### config.mk
export PLATFORM = sky130hd
export DESIGN_NAME = mem_port_arbiter
export DESIGN_NICKNAME = d
export VERILOG_FILES = /design/src/rtl/mem_port_arbiter_pkg.sv /design/src/rtl/mem_port_arbiter_clear_sweeper.sv /design/src/rtl/mem_port_arbiter.sv
export SDC_FILE = /design/constraint.sdc
export NUM_CORES = 1
export LEC_CHECK = 0
export CAP_MARGIN = 40
export CORE_MARGIN = 2
export CORE_UTILIZATION = 38
export CTS_BUF_LIST = sky130_fd_sc_hd__clkbuf_8 sky130_fd_sc_hd__clkbuf_16
export DETAILED_ROUTE_END_ITERATION = 10
export MAX_ROUTING_LAYER = met4
export PLACE_DENSITY = 0.85
export REMOVE_ABC_BUFFERS = 1
export SYNTH_ARGS = -nofsm -noshare
export SYNTH_HDL_FRONTEND = slang
export SYNTH_SLANG_ARGS = --single-unit
### constraint.sdc
create_clock -name clk -period 2.1 [get_ports clk]
set_input_delay 0.42 -clock clk [delete_from_list [all_inputs] [get_ports clk]]
set_output_delay 0.42 -clock clk [all_outputs]
set_load 0.005 [all_outputs]
### src/rtl/mem_port_arbiter_pkg.sv
// Shared types and constants for the two-port memory arbiter.
package mem_port_arbiter_pkg;

  typedef enum logic {
    ST_CLEAR = 1'b0,
    ST_RUN   = 1'b1
  } arb_state_e;

  localparam int PORT_CPU = 0;
  localparam int PORT_AUX = 1;

endpackage

### src/rtl/mem_port_arbiter_clear_sweeper.sv
// Address sweep for the post-reset memory clear; done marks the final write cycle.
module mem_clear_sweeper #(
  parameter int ADDRESS_WIDTH = 12,
  parameter int DEPTH         = 4096
) (
  input  logic                     clk,
  input  logic                     reset,
  input  logic                     en_i,
  output logic [ADDRESS_WIDTH-1:0] count_o,
  output logic                     done_o
);

  localparam logic [ADDRESS_WIDTH-1:0] LAST_ADDR = ADDRESS_WIDTH'(DEPTH - 1);

  logic [ADDRESS_WIDTH-1:0] count_q;
  logic [ADDRESS_WIDTH-1:0] count_d;

  always_comb begin
    done_o  = en_i && (count_q == LAST_ADDR);
    count_d = count_q;
    if (en_i) begin
      count_d = done_o ? '0 : count_q + 1'b1;
    end
  end

  always_ff @(posedge clk) begin
    if (reset) begin
      count_q <= '0;
    end else begin
      count_q <= count_d;
    end
  end

  assign count_o = count_q;

endmodule

### src/rtl/mem_port_arbiter.sv
// Shares one single-port synchronous memory between a priority CPU port and a
// starvation-protected display/loader port, with an optional post-reset clear.
module mem_port_arbiter
  import mem_port_arbiter_pkg::*;
#(
  parameter int                    DATA_WIDTH     = 32,
  parameter int                    ADDRESS_WIDTH  = 12,
  parameter int                    DEPTH          = 4096,
  parameter int                    STARVE_LIMIT   = 4,
  parameter bit                    CLEAR_ON_RESET = 1'b0,
  parameter logic [DATA_WIDTH-1:0] CLEAR_VALUE    = '0
) (
  input  logic                     clk,
  input  logic                     reset,
  input  logic                     req0,
  input  logic                     req1,
  input  logic                     we0,
  input  logic                     we1,
  input  logic [ADDRESS_WIDTH-1:0] addr0,
  input  logic [ADDRESS_WIDTH-1:0] addr1,
  input  logic [DATA_WIDTH-1:0]    wdata0,
  input  logic [DATA_WIDTH-1:0]    wdata1,
  output logic                     gnt0,
  output logic                     gnt1,
  output logic                     rvalid0,
  output logic                     rvalid1,
  output logic [DATA_WIDTH-1:0]    rdata,
  output logic                     busy,
  output logic                     mem_wEn,
  output logic [ADDRESS_WIDTH-1:0] mem_addr,
  output logic [DATA_WIDTH-1:0]    mem_dataIn,
  input  logic [DATA_WIDTH-1:0]    mem_dataOut
);

  localparam int                SW         = $clog2(STARVE_LIMIT + 1);
  localparam logic [SW-1:0]     STARVE_MAX = SW'(STARVE_LIMIT);
  localparam arb_state_e        RESET_ST   = CLEAR_ON_RESET ? ST_CLEAR : ST_RUN;

  arb_state_e               state_q;
  logic [SW-1:0]            starve_q, starve_d;
  logic [1:0]               rvalid_q, rvalid_d;
  logic [ADDRESS_WIDTH-1:0] addr_hold_q;
  logic [DATA_WIDTH-1:0]    data_hold_q;

  logic                     clearing, run, force_aux, sweep_done;
  logic [1:0]               gnt;
  logic [ADDRESS_WIDTH-1:0] sweep_addr;

  assign clearing = (state_q == ST_CLEAR) && !reset;
  assign run      = (state_q == ST_RUN) && !reset;

  mem_clear_sweeper #(
    .ADDRESS_WIDTH(ADDRESS_WIDTH),
    .DEPTH        (DEPTH)
  ) u_sweeper (
    .clk    (clk),
    .reset  (reset),
    .en_i   (clearing),
    .count_o(sweep_addr),
    .done_o (sweep_done)
  );

  always_comb begin
    force_aux     = run && req1 && (starve_q == STARVE_MAX);
    gnt[PORT_CPU] = run && req0 && !force_aux;
    gnt[PORT_AUX] = run && req1 && !gnt[PORT_CPU];

    // Idle cycles keep address/data steady so the memory sees a harmless read.
    mem_wEn    = 1'b0;
    mem_addr   = addr_hold_q;
    mem_dataIn = data_hold_q;
    if (clearing) begin
      mem_wEn    = 1'b1;
      mem_addr   = sweep_addr;
      mem_dataIn = CLEAR_VALUE;
    end else if (gnt[PORT_CPU]) begin
      mem_wEn    = we0;
      mem_addr   = addr0;
      mem_dataIn = wdata0;
    end else if (gnt[PORT_AUX]) begin
      mem_wEn    = we1;
      mem_addr   = addr1;
      mem_dataIn = wdata1;
    end

    starve_d = starve_q;
    if (!run || !req1 || gnt[PORT_AUX]) begin
      starve_d = '0;
    end else if (starve_q != STARVE_MAX) begin
      starve_d = starve_q + 1'b1;
    end

    rvalid_d[PORT_CPU] = gnt[PORT_CPU] && !we0;
    rvalid_d[PORT_AUX] = gnt[PORT_AUX] && !we1;
  end

  always_ff @(posedge clk) begin
    if (reset) begin
      state_q     <= RESET_ST;
      starve_q    <= '0;
      rvalid_q    <= '0;
      addr_hold_q <= '0;
      data_hold_q <= '0;
    end else begin
      if (state_q == ST_CLEAR && sweep_done) begin
        state_q <= ST_RUN;
      end
      starve_q    <= starve_d;
      rvalid_q    <= rvalid_d;
      addr_hold_q <= mem_addr;
      data_hold_q <= mem_dataIn;
    end
  end

  assign gnt0    = gnt[PORT_CPU];
  assign gnt1    = gnt[PORT_AUX];
  assign rvalid0 = rvalid_q[PORT_CPU];
  assign rvalid1 = rvalid_q[PORT_AUX];
  assign rdata   = mem_dataOut;
  assign busy    = reset || (state_q == ST_CLEAR);

endmodule

==> reports/qor.yml <==
track_usage_pct: 25.2
gr-max-usage-layer: "met2"
first_pass_iters: 4
startpoint_type: "flop"
numCtsBuffers: 5
post-route-min-period_ns: 2.06
grt_first_pass_wirelength_um: 19100
clk_path_buf_depth: 2
cts_max_level: 2
intPower_uw: 1730
core_sq_um: 8720
slew_headroom_pct: 51.9
switching_power_uw: 726
path_max_fanout: 6
via_per_inst: 5.52
hold_depth: 2
hold_slack_ns: 0.563
synth_seq_cells: 49
drc: 0
clk_transition_reported_paths_ns: 0.09
seq_area_frac_synth_pct: 28.6
sequentialPowerShare_pct: 41.8
syn_area_sq_um: 3430
combPwrFrac_pct: 36.1
io_pins: 208
routed_wirelength_um: 12500
gp_congestion: 0.808
cts_root_buf: "clkbuf_8"
vias: 3463
ys_types: 25
setup_viol: 0
synthFlopType: "dfxtp_1"
drv_cap: 0
p_sw_share_pct: 29.6
first_global_vias: 3659
antenna_found_initial: 0
final_util_pct: 61.5
skew_ns: 0.00564
grt_max_degree: 45
gr-usage-met3_pct: 12.7
fp.dieH_um: 99.0
dpl.hpwl_um: 8670
cts_tree: "yes"
yosysWarnings: 0
min_path_type: "reg2reg"
synth-edff-count: 0
antenna_left: 0
io_buffer_count: 143
hold_violations: 0
end_kind: "primary output"
num-nets-final: 646
worst_pin_slew_ns: 0.721
hold_buffers: 0
worst-r2r-cell-count: 7
rsz0062_at_grt: "true"
start_util_pct: 39.3
synthArstFlopShare_pct: 0
clock_latency_ns: 0.29
cp.arrival_ns: 1.64
crit_type: "reg2out"
grt-ovfl-total: 0
grtUsageMet2_pct: 40.5
final_max_slew_viol_count: 0
die_area_sq_um: 9800
p_leak_uw: 0.00248
die_width_um: 99.0
wire_per_inst_um: 19.9
synthCells: 360
drive_above_1_share_pct: 38.7
fmax_mhz: 486
drtIter0Drc: 137
row_count: 34
outcome: "finished, final reports clean"
grt.met1_usage_pct: 28.2
period_share_pct: 98.0
area_growth_pct: 56.2
num_antenna_cells: 0
avgSynthCellArea_sq_um: 9.53
p_per_area_nw_per_um2: 458
clock_power_share_pct: 22.0
ir_drop_uv: 259
cts_sinks: 49
required_ns: 1.68
-- per-layer routing --
metal | up-vias | share of wire, % | wire length [um]
met5 | - | 0 | 0
li1 | 1624 | - | -
met1 | 1647 | 39 | 4920
met4 | 0 | 1.8 | 225
met2 | 173 | 47 | 5890
met3 | 19 | 12 | 1450
-- flip-flops by register name, indices dropped and copies added, names as in the netlist --
register     cells
addr_hold_q     12
starve_q         3
data_hold_q     32
rvalid_q         2
-- what timing repair did --
action,in CTS,in global routing
gates resized for setup,159,52
hold endpoints to repair,0,0
setup endpoints to repair,47,45
pin swaps,2,1
cloned,5,0
setup buffers,7,2
-- path summary, 6_finish.rpt --
check                             startpoint                    endpoint  slack, ns
hold reg to reg   data_hold_q[16]$_SDFF_PP0_  data_hold_q[16]$_SDFF_PP0_       0.56
setup reg to reg    starve_q[1]$_SDFFE_PP0P_  data_hold_q[17]$_SDFF_PP0_       0.44
hold / removal    data_hold_q[16]$_SDFF_PP0_  data_hold_q[16]$_SDFF_PP0_       0.56
setup / recovery    starve_q[1]$_SDFFE_PP0P_                     mem_wEn       0.04
-- cells in the mapped netlist (3+ instances only) --
| cell | count | area [sq um] |
|---|---|---|
| mux2i_1 | 88 | 881 |
| buf_2 | 12 | 60.1 |
| clkbuf_1 | 11 | 41.3 |
| o31ai_1 | 5 | 37.5 |
| nand3_1 | 45 | 225 |
| o31ai_2 | 40 | 500 |
| buf_1 | 3 | 11.3 |
| buf_4 | 35 | 263 |
| inv_1 | 3 | 11.3 |
| o21ai_1 | 44 | 220 |
| buf_6 | 8 | 90.1 |
| dfxtp_1 | 49 | 981 |
-- final cells by class --
| type | count | area (sq um) |
|---|---|---|
| Clock buffer | 5 | 68.8 |
| Clock inverter | 3 | 13.8 |
| Fill cell | 716 | 3360 |
| Inverter | 4 | 22.5 |
| Multi-Input combinational cell | 238 | 2100 |
| Sequential cell | 49 | 983 |
| Tap cell | 108 | 135 |
| Timing Repair Buffer | 220 | 2040 |
-- critical path, stage by stage, from the launching register on --
cell and delay, ns:
dfxtp_2 0.34, inv_2 0.06, ha_4 0.14, nand3_4 0.11, nand2_4 0.12, inv_8 0.06
o31ai_1 0.32, buf_2 0.19
-- stage by stage --
stage                     power (uW)  std cells  worst slack, ns  cell area, sq um  setup TNS [ns]
final                           2460        627           0.0414              5360               0
after floorplan                 1360        291            -1.21              2970          -89.74
after CTS                       2480        626          0.00390              5410               0
after global placement          1910        606           -0.417              5110          -18.28
after global routing            2590        627          -0.0487              5360          -0.160
after detailed placement        1930        606           -0.435              5110          -18.80
-- cells in the final DEF (no fill, tap or decap), types with 12 or more instances in the layout --
cell type         n
buf_12           13
buf_2            29
buf_4            57
clkbuf_2         16
clkdlybuf4s50_1  93
dfxtp_1          47
mux2i_1          88
nand3_1          36
o21ai_1          32
o21ai_2          12
o31ai_2          40
-- logic make-up (layout without fill, tap and decap cells) --
group	count (synthesis)	count (layout)	synth area share (%)
and+or+nand+nor	57	57	8.61
muxes	88	88	25.7
DFF	49	49	28.6
AOI/OAI and AO/OA	91	91	22.4
adders and majority gates	2	2	0.729
buffers and inverters	73	232	14.0
-- power by group through the flow --
stage	registers (uW)	clock network (uW)	logic, uW
2_1_floorplan	1040	0	326
3_3_place_gp	1040	0	864
3_5_place_dp	1050	0	885
4_1_cts	1030	562	893
5_1_grt	1030	603	949
6_report	1030	541	887
(Power assumes the default switching activity.)
